--- src/rtl/branch_update_queue_if.sv ---
`default_nettype none
// +----------------------------------------------------------------------------+
// | branch_update_queue_if : enqueue/resolve/update bundle of the update queue |
// | Revision 1.0                                                               |
// +----------------------------------------------------------------------------+
interface branch_update_queue_if #(
  parameter int DEPTH = 8
);
  localparam int PTR_W = $clog2(DEPTH);

  logic             enq_valid;
  logic             enq_ready;
  logic [9:0]       enq_pc;
  logic [1:0]       enq_counter;
  logic             res_valid;
  logic             res_taken;
  logic             flush;
  logic             upd_valid;
  logic [9:0]       upd_pc;
  logic             upd_taken;
  logic [1:0]       upd_counter;
  logic             upd_mispredict;
  logic             res_err;
  logic [PTR_W:0]   occupancy;

  // master is the pipeline/predictor side, slave is the queue itself
  modport master (
    output enq_valid, enq_pc, enq_counter, res_valid, res_taken, flush,
    input  enq_ready, upd_valid, upd_pc, upd_taken, upd_counter,
           upd_mispredict, res_err, occupancy
  );

  modport slave (
    input  enq_valid, enq_pc, enq_counter, res_valid, res_taken, flush,
    output enq_ready, upd_valid, upd_pc, upd_taken, upd_counter,
           upd_mispredict, res_err, occupancy
  );
endinterface
`default_nettype wire

--- src/rtl/branch_update_queue.sv ---
`default_nettype none
// +----------------------------------------------------------------------------+
// | branch_update_queue : in-order PC/counter queue feeding predictor updates  |
// | Revision 1.0                                                               |
// +----------------------------------------------------------------------------+
module branch_update_queue #(
  parameter int DEPTH = 8
) (
  input  wire logic             clk,
  input  wire logic             rstn,
  branch_update_queue_if.slave  bus
);
  localparam int PTR_W = $clog2(DEPTH);

  localparam logic [PTR_W:0]   c_FULL      = (PTR_W+1)'(DEPTH);
  localparam logic [PTR_W:0]   c_CNT_ONE   = (PTR_W+1)'(1);
  localparam logic [PTR_W-1:0] c_PTR_ONE   = PTR_W'(1);
  localparam logic [1:0]       c_CTR_RESET = 2'b01;

  logic [9:0]       r_mem_pc  [DEPTH];
  logic [1:0]       r_mem_ctr [DEPTH];
  logic [PTR_W-1:0] r_wp;
  logic [PTR_W-1:0] r_rp;
  logic [PTR_W:0]   r_cnt;

  logic             r_upd_valid;
  logic [9:0]       r_upd_pc;
  logic             r_upd_taken;
  logic [1:0]       r_upd_counter;
  logic             r_upd_mispredict;
  logic             r_res_err;

  logic             w_ready;
  logic             w_empty;
  logic             w_enq_fire;
  logic             w_res_fire;
  logic             w_res_err;
  logic [9:0]       w_head_pc;
  logic [1:0]       w_head_ctr;

  // Ready looks only at the registered count, so a full queue never admits
  // an entry on the strength of a same-cycle pop.
  assign w_ready    = (r_cnt != c_FULL);
  assign w_empty    = (r_cnt == '0);
  assign w_enq_fire = bus.enq_valid & w_ready & ~bus.flush;
  assign w_res_fire = bus.res_valid & ~w_empty & ~bus.flush;
  assign w_res_err  = bus.res_valid &  w_empty & ~bus.flush;
  assign w_head_pc  = r_mem_pc[r_rp];
  assign w_head_ctr = r_mem_ctr[r_rp];

  // Entry storage is never read while cnt says it is stale, so it has no reset.
  always_ff @(posedge clk) begin
    if (w_enq_fire) begin
      r_mem_pc[r_wp]  <= bus.enq_pc;
      r_mem_ctr[r_wp] <= bus.enq_counter;
    end
  end

  always_ff @(posedge clk or negedge rstn) begin
    if (!rstn) begin
      r_wp  <= '0;
      r_rp  <= '0;
      r_cnt <= '0;
    end else if (bus.flush) begin
      r_wp  <= '0;
      r_rp  <= '0;
      r_cnt <= '0;
    end else begin
      if (w_enq_fire) r_wp <= r_wp + c_PTR_ONE;
      if (w_res_fire) r_rp <= r_rp + c_PTR_ONE;
      case ({w_enq_fire, w_res_fire})
        2'b10:   r_cnt <= r_cnt + c_CNT_ONE;
        2'b01:   r_cnt <= r_cnt - c_CNT_ONE;
        default: r_cnt <= r_cnt;
      endcase
    end
  end

  // Update payload holds between strobes; only the strobe itself drops.
  always_ff @(posedge clk or negedge rstn) begin
    if (!rstn) begin
      r_upd_valid      <= 1'b0;
      r_upd_pc         <= '0;
      r_upd_taken      <= 1'b0;
      r_upd_counter    <= c_CTR_RESET;
      r_upd_mispredict <= 1'b0;
      r_res_err        <= 1'b0;
    end else begin
      r_upd_valid <= w_res_fire;
      r_res_err   <= w_res_err;
      if (w_res_fire) begin
        r_upd_pc         <= w_head_pc;
        r_upd_taken      <= bus.res_taken;
        r_upd_counter    <= w_head_ctr;
        r_upd_mispredict <= w_head_ctr[1] ^ bus.res_taken;
      end
    end
  end

  assign bus.enq_ready      = w_ready;
  assign bus.upd_valid      = r_upd_valid;
  assign bus.upd_pc         = r_upd_pc;
  assign bus.upd_taken      = r_upd_taken;
  assign bus.upd_counter    = r_upd_counter;
  assign bus.upd_mispredict = r_upd_mispredict;
  assign bus.res_err        = r_res_err;
  assign bus.occupancy      = r_cnt;

endmodule
`default_nettype wire

--- src/flat_wrapper.sv ---
// flat-port wrapper written by rule: the top's interface ports become plain ports
module branch_update_queue_flat 
#(
  parameter int DEPTH = 8
)
  (clk, rstn, bus_enq_valid, bus_enq_pc, bus_enq_counter, bus_res_valid, bus_res_taken, bus_flush, bus_enq_ready, bus_upd_valid, bus_upd_pc, bus_upd_taken, bus_upd_counter, bus_upd_mispredict, bus_res_err, bus_occupancy);
  branch_update_queue_if #(.DEPTH(DEPTH)) bus_i ();
  input  wire logic clk;
  input  wire logic rstn;
  input wire logic [$bits(bus_i.enq_valid)-1:0] bus_enq_valid;
  input wire logic [$bits(bus_i.enq_pc)-1:0] bus_enq_pc;
  input wire logic [$bits(bus_i.enq_counter)-1:0] bus_enq_counter;
  input wire logic [$bits(bus_i.res_valid)-1:0] bus_res_valid;
  input wire logic [$bits(bus_i.res_taken)-1:0] bus_res_taken;
  input wire logic [$bits(bus_i.flush)-1:0] bus_flush;
  output wire logic [$bits(bus_i.enq_ready)-1:0] bus_enq_ready;
  output wire logic [$bits(bus_i.upd_valid)-1:0] bus_upd_valid;
  output wire logic [$bits(bus_i.upd_pc)-1:0] bus_upd_pc;
  output wire logic [$bits(bus_i.upd_taken)-1:0] bus_upd_taken;
  output wire logic [$bits(bus_i.upd_counter)-1:0] bus_upd_counter;
  output wire logic [$bits(bus_i.upd_mispredict)-1:0] bus_upd_mispredict;
  output wire logic [$bits(bus_i.res_err)-1:0] bus_res_err;
  output wire logic [$bits(bus_i.occupancy)-1:0] bus_occupancy;
  assign bus_i.enq_valid = bus_enq_valid;
  assign bus_i.enq_pc = bus_enq_pc;
  assign bus_i.enq_counter = bus_enq_counter;
  assign bus_i.res_valid = bus_res_valid;
  assign bus_i.res_taken = bus_res_taken;
  assign bus_i.flush = bus_flush;
  assign bus_enq_ready = bus_i.enq_ready;
  assign bus_upd_valid = bus_i.upd_valid;
  assign bus_upd_pc = bus_i.upd_pc;
  assign bus_upd_taken = bus_i.upd_taken;
  assign bus_upd_counter = bus_i.upd_counter;
  assign bus_upd_mispredict = bus_i.upd_mispredict;
  assign bus_res_err = bus_i.res_err;
  assign bus_occupancy = bus_i.occupancy;
  branch_update_queue #(.DEPTH(DEPTH)) u_core (.clk(clk), .rstn(rstn), .bus(bus_i));
endmodule
--- config.mk ---
export PLATFORM = sky130hd
export DESIGN_NAME = branch_update_queue_flat
export DESIGN_NICKNAME = d
export VERILOG_FILES = /design/src/rtl/branch_update_queue_if.sv /design/src/rtl/branch_update_queue.sv /design/src/flat_wrapper.sv
export SDC_FILE = /design/constraint.sdc
export NUM_CORES = 1
export LEC_CHECK = 0
export CAP_MARGIN = 40
export CORE_ASPECT_RATIO = 0.7
export CORE_MARGIN = 5
export CORE_UTILIZATION = 60
export CTS_BUF_LIST = sky130_fd_sc_hd__clkbuf_2
export CTS_CLUSTER_SIZE = 25
export DETAILED_ROUTE_END_ITERATION = 12
export PLACE_DENSITY_LB_ADDON = 0.2
export SLEW_MARGIN = 20
export SYNTH_ARGS = -nofsm -noshare
export SYNTH_HDL_FRONTEND = slang
export SYNTH_SLANG_ARGS = --single-unit
--- constraint.sdc ---
create_clock -name clk -period 3.4 [get_ports clk]
set_input_delay 0.34 -clock clk [delete_from_list [all_inputs] [get_ports clk]]
set_output_delay 0.34 -clock clk [all_outputs]
set_load 0.02 [all_outputs]
==> Word level (Yosys, flattened, before mapping) <==
Memory sizes are Yosys's and may differ from the RTL's. A register that Yosys moved wholly into a read port is not among the register bits.
Index checks and enable logic that the tools add are counted.
{ "op_classes": {"add_sub_neg": 4, "n_eq_ne": 3, "muxes": 8, "bitwise": 9, "reduce_logical": 5} }
{ "ops": {"columns": ["operator", "count"], "rows": [
  ["2-to-1 mux 3 bit", 4],
  ["one-hot mux 4 bit (2 select lines)", 1],
  ["adder 3 x 1 -> 3 bit, second input constant", 2],
  ["AND 1 bit", 6],
  ["adder 4 x 1 -> 4 bit, second input constant", 1],
  ["logical NOT 4 bit", 1],
  ["2-to-1 mux 4 bit", 1],
  ["!= test 4 bit, second input constant", 1],
  ["nonzero test 2 bit", 2],
  ["subtractor 4 x 1 -> 4 bit, second input constant", 1],
  ["nonzero test 3 bit", 1],
  ["== test 2 x 1 -> 1 bit, second input constant", 1],
  ["== test 2 bit, second input constant", 1],
  ["2-to-1 mux 1 bit", 2],
  ["inverter 1 bit", 2],
  ["logical NOT 1 bit", 1],
  ["bitwise XOR 1 bit", 1]
]} }
{ "word_totals": {"reg_bits": 16, "ramBits": 96, "input_bits": 18, "output_inout_bits": 21, "wordCells": 39, "mem_count": 2} }
{ "mem_list": {"columns": ["memory", "words", "width", "read_ports", "rd_clocked_by_memory_dff", "write_ports", "line_no", "text"], "rows": [
  ["u_core.r_mem_pc", 8, 10, 1, 1, 1, "branch_update_queue.sv:20", "logic [9:0] r_mem_pc [DEPTH];"],
  ["u_core.r_mem_ctr", 8, 2, 1, 0, 1, "branch_update_queue.sv:21", "logic [1:0] r_mem_ctr [DEPTH];"]
]} }

==> Longest topological paths before layout <==
{ "logic_depth": {"word_depth": 7, "mapped_depth": 11, "ltp_nobuf": 8} }

==> Least setup slack after synthesis <==
No wires, ideal clock.
{ "synth_path": {"path_type": "flip-flop to flip-flop", "start": "register u_core.r_cnt[0] (netlist: u_core.bus.occupancy[0])", "end": "register u_core.r_cnt[3] (netlist: u_core.bus.occupancy[3])", "setup_ns": 0.094, "arrival_time_ns": 2.877, "required_time_ns": 3.306, "slack_ns": 0.429, "stages_incl_launch_ff": 11, "n_path_buf": 3, "synth_period_minus_slack_ns": 2.971, "cell_sequence": "dfrtp_1 -> buf_2 -> or4b_4 -> buf_6 -> and2_4 -> buf_6 -> nor2_1 -> ha_1 -> and3_1 -> or4_4 -> a221oi_2"} }
{ "synth_between": {"word_cells_on_any_way": 14, "cone_classes": "add/sub: 2; eq/ne: 3; mux: 2; bitwise: 5; reduce/logical: 2"} }
{ "synth_lines": {"columns": ["item", "line_no", "text"], "rows": [
  ["start, declared", "branch_update_queue.sv:24", "logic [PTR_W:0] r_cnt;"],
  ["start signal, assigned", "branch_update_queue.sv:72", "2'b10: r_cnt <= r_cnt + c_CNT_ONE;"],
  ["start signal, assigned", "branch_update_queue.sv:73", "2'b01: r_cnt <= r_cnt - c_CNT_ONE;"],
  ["start signal, assigned", "branch_update_queue.sv:74", "default: r_cnt <= r_cnt;"],
  ["!= test 4 bit *", "branch_update_queue.sv:43", "assign w_ready = (r_cnt != c_FULL);"],
  ["named net bus_enq_ready", "flat_wrapper.sv:16", "output wire logic [$bits(bus_i.enq_ready)-1:0] bus_enq_ready;"],
  ["AND 1 bit * (2 in series)", "branch_update_queue.sv:45", "assign w_enq_fire = bus.enq_valid & w_ready & ~bus.flush;"],
  ["== test 2 x 1 -> 1 bit / == test 2 bit (equally long branches)", "branch_update_queue.sv:71", "case ({w_enq_fire, w_res_fire})"],
  ["one-hot mux 4 bit (2 select lines)", "branch_update_queue.sv:71", null],
  ["2-to-1 mux 4 bit", "branch_update_queue.sv:64", "end else if (bus.flush) begin"]
]} }
The timed path passes the listed nets; every way through them passes the cells marked *.
A chain may end at the register's enable or synchronous reset.

==> Worst setup path after layout <==
{ "layout_path": {"start": "register u_core.r_cnt[1] (netlist: u_core.bus.occupancy[1])", "end": "register u_core.r_cnt[3] (netlist: u_core.bus.occupancy[3])"} }
{ "layout_between": {"elab_chain_cells": 7, "word_cells_on_any_way": 14, "cone_classes": "add/sub: 2; eq/ne: 3; mux: 2; bitwise: 5; reduce/logical: 2"} }
{ "layout_lines": {"columns": ["item", "line_no", "text"], "rows": [
  ["logical NOT 4 bit", "branch_update_queue.sv:44", "assign w_empty = (r_cnt == '0);"],
  ["inverter 1 bit", "branch_update_queue.sv:46", "assign w_res_fire = bus.res_valid & ~w_empty & ~bus.flush;"],
  ["AND 1 bit (2 in series)", "branch_update_queue.sv:46", null],
  ["== test 2 x 1 -> 1 bit / == test 2 bit (equally long branches)", "branch_update_queue.sv:71", null],
  ["one-hot mux 4 bit (2 select lines)", "branch_update_queue.sv:71", null],
  ["2-to-1 mux 4 bit", "branch_update_queue.sv:64", null]
]} }
Several ways; a longest one is shown, not always the timed one.

==> insert_results.sql <==
INSERT INTO impl_metrics (metric_group, metric, value, unit) VALUES
('status', 'run_status', 'completed', ''),
('sta', 'max_clock_freq', '345.6', 'MHz'),
('floorplan', 'fp.dieW', '117.9', 'um'),
('worst_setup_path', 'path_class', 'register to register', ''),
('yosys', 'syn_avg_cell_area', '17.66', 'sq um'),
('placed_design', 'dp_hpwl', '5643', 'um'),
('placed_design', 'gp_congestion', '0.8150', ''),
('sta', 'min_period', '2.894', 'ns'),
('final_layout', 'final-seq-area', '0.003535', 'sq mm'),
('final_layout', 'syn_to_final_growth', '15.29', '%'),
('yosys', 'synth.top_cells.by_count', 'edfxtp_1 (96), dfrtp_1 (25), mux4_2 (24), nand2_1 (22)', ''),
('detailed_routing', 'drc', '0', ''),
('clock_network', 'tritoncts_clock_tree', 'yes', ''),
('worst_setup_path', 'cp_data_arrival_time', '3.46', 'ns'),
('clock_network', 'number_of_clock_buffers_inserted_by_tritoncts', '17', ''),
('global_routing', 'grt_max_degree', '29', ''),
('worst_setup_path', 'worst_setup_path_end_kind', 'register', ''),
('clock_network', 'clk_transition_reported_paths', '0.17', 'ns'),
('detailed_routing', 'num_vias', '2650', ''),
('final_layout', 'fin_nets', '354', ''),
('yosys', 'synth_edf_count', '96', ''),
('floorplan', 'initial_utilization', '0.6189', ''),
('final_layout', 'multi_input_area', '0.001284', 'sq mm'),
('clock_network', 'ctsRootBufferMaster', 'clkbuf_2', ''),
('yosys', 'synth_ff_type', 'edfxtp_1', ''),
('yosys', 'top_cell_type_s_share_of_synthesized_area', '0.5893', ''),
('clock_network', 'cts_max_level', '4', ''),
('worst_setup_path', 'critPathMaxStageDelay', '0.64', 'ns'),
('sta', 'timing_hold_violations_final', '0', ''),
('power', 'report.power.total', '3401', 'uW'),
('placed_design', 'portbufs', '38', ''),
('global_routing', 'overflow', '0', ''),
('global_routing', 'grt_pass1_wl', '14520', 'um'),
('detailed_routing', 'routed_via_density', '5.955', ''),
('sta', 'setup-violations-final', '0', ''),
('detailed_routing', 'first_pass_iters', '5', ''),
('detailed_routing', 'drt-wirelength-per-cell', '20.18', 'um'),
('sta', 'finalCritPeriodShare', '0.8512', ''),
('floorplan', 'design.die.area', '0.01009', 'sq mm'),
('yosys', 'postSynthRegisterBits', '122', ''),
('global_routing', 'antenna_found_initial', '0', ''),
('worst_setup_path', 'critical_path.slowest_cell', 'or4b_4', ''),
('worst_setup_path', 'critical_path.reg2reg.startpoint', 'u_core.bus.occupancy[1]', ''),
('clock_network', 'cts.sinks', '122', ''),
('hold_path', 'holdCritPathClass', 'primary input to async pin', ''),
('floorplan', 'core_region_area', '0.007905', 'sq mm'),
('sta', 'final-max-slew-violation-count', '0', ''),
('worst_setup_path', 'worstRegToRegCells', '7', ''),
('yosys', 'synthCells', '277', ''),
('worst_setup_path', 'worstPathMaxFanout', '11', ''),
('worst_setup_path', 'cp_data_required_time', '3.97', 'ns'),
('clock_network', 'clock_latency', '0.64', 'ns'),
('yosys', 'synthesis.yosys.warnings', '0', ''),
('sta', 'timing.setup.tns', '0', 'ns'),
('detailed_routing', 'drt-initial-drc-count', '219', ''),
('clock_network', 'postCtsSetupBuffers', '0', ''),
('global_routing', 'number_of_global_route_vias_before_repair', '2736', ''),
('worst_setup_path', 'crit_chain', 'or4b_4 > and2_4 > nor2_1 > ha_1 > and3_1 > or4_4 > a221oi_2', ''),
('yosys', 'synth_cell_type_count', '40', ''),
('power', 'leakagePower', '0.001962', 'uW'),
('final_layout', 'share_of_final_layout_standard_cells_stronger_than_drive_strength_1', '0.2209', ''),
('floorplan', 'row_count', '27', ''),
('clock_network', 'max-clock-path-buffers', '2', ''),
('worst_setup_path', 'rr_endpoint', 'u_core.bus.occupancy[3]', ''),
('global_routing', 'gr-usage-all-layers', '0.1956', ''),
('floorplan', 'floorplan.die.height', '85.55', 'um'),
('sta', 'timing.clock.skew', '0.01562', 'ns'),
('final_layout', 'nFillCells', '523', ''),
('yosys', 'yosys-top-cells-area', 'edfxtp_1 (59%), dfrtp_1 (13%), mux4_2 (11%)', ''),
('worst_setup_path', 'timing.reg2reg.setup_slack', '0.51', 'ns'),
('yosys', 'sequential_area_share_after_synthesis', '0.7225', '');
## per-layer routing
metal  vias to the layer above  track usage  wire length [um]
met4                         0      0.07500               142
met3                        18      0.07317               603
met1                      1342       0.2688              3992
li1                       1195            -                 -
met5                         -            0                 0
met2                        95       0.2900              4243
## flip-flops by register name, indices dropped and copies added (netlist names), 2 cells and up
signal	flops
u_core.r_mem_pc	80
u_core.r_wp	3
u_core.bus.occupancy	4
u_core.r_mem_ctr	16
u_core.bus.upd_counter	2
u_core.bus.upd_pc	10
u_core.r_rp	3
## kinds of logic after synthesis
family	synth area share
flops	0.7225
fa+ha+maj	0.01023
xor+xnor	0.01253
simple gates	0.06496
compound gates	0.03350
mux	0.1371
buf+inv	0.01918
## stage by stage
| step | area, sq um | hold slack (ns) | util | worst slack [ns] | instances |
|---|---|---|---|---|---|
| after global routing | 5640 | 0.01270 | 0.7135 | 0.3826 | 445 |
| after global placement | 5434 | 0.4624 | 0.6874 | 0.6446 | 413 |
| after floorplan | 4892 | 0.04441 | - | 0.4288 | 277 |
| after detailed placement | 5438 | 0.4711 | 0.6879 | 0.5574 | 414 |
| after CTS | 5640 | 0.02297 | 0.7135 | 0.5129 | 445 |
| final | 5640 | 0.05225 | 0.7135 | 0.5061 | 445 |
## report_power, final
part	leakage (uW)	switching (uW)	internal [uW]
sequential	0.00120	79.9	1730
combinational	0.000626	394	383
clock	0.000133	491	322
total	0.00196	965	2440
## how the worst max path moves through the flow
stage | start | end | slack, ns | cells past startpoint
detailed placement | u_core.bus.occupancy[1] | u_core.bus.occupancy[3] | 0.56 | 7
finish | u_core.bus.occupancy[1] | u_core.bus.occupancy[3] | 0.51 | 7
global placement | u_core.bus.occupancy[1] | u_core.bus.occupancy[3] | 0.64 | 7
CTS | u_core.bus.occupancy[1] | u_core.bus.occupancy[3] | 0.51 | 7
floorplan | u_core.bus.occupancy[0] | u_core.bus.occupancy[3] | 0.43 | 10
global route | u_core.bus.occupancy[1] | u_core.bus.occupancy[3] | 0.38 | 7
## layout make-up
class,instances,share of cell area
multi-input cells,137,0.2276
inverters,1,0.0006655
clock inverters,12,0.01908
repair buffers,53,0.08673
flip-flops and latches,122,0.6267
well taps,101,0.02240
clock buffers,19,0.01686
## cells in the final DEF, fill, tap and decap left out, drive strengths merged, types with 4 or more instances in the layout
| cell | count |
|---|---|
| nor3 | 4 |
| o21ai | 15 |
| mux2i | 13 |
| dfrtp | 25 |
| mux4 | 24 |
| buf | 15 |
| clkinv | 9 |
| nand2 | 22 |
| nor2 | 13 |
| clkdlybuf4s50 | 38 |
| ha | 4 |
| xor2 | 5 |
| edfxtp | 96 |
| a21oi | 5 |
| nand3 | 4 |
| clkbuf | 19 |
## worst max-delay path: cells and delay by family (launching register included)
kind                       cells  cell delay, ns
AOI/OAI and AO/OA              1            0.22
DFF                            1            0.52
and+or+nand+nor                5            1.77
adders and majority gates      1            0.31
Note: power is estimated with default switching activity, not from simulation.
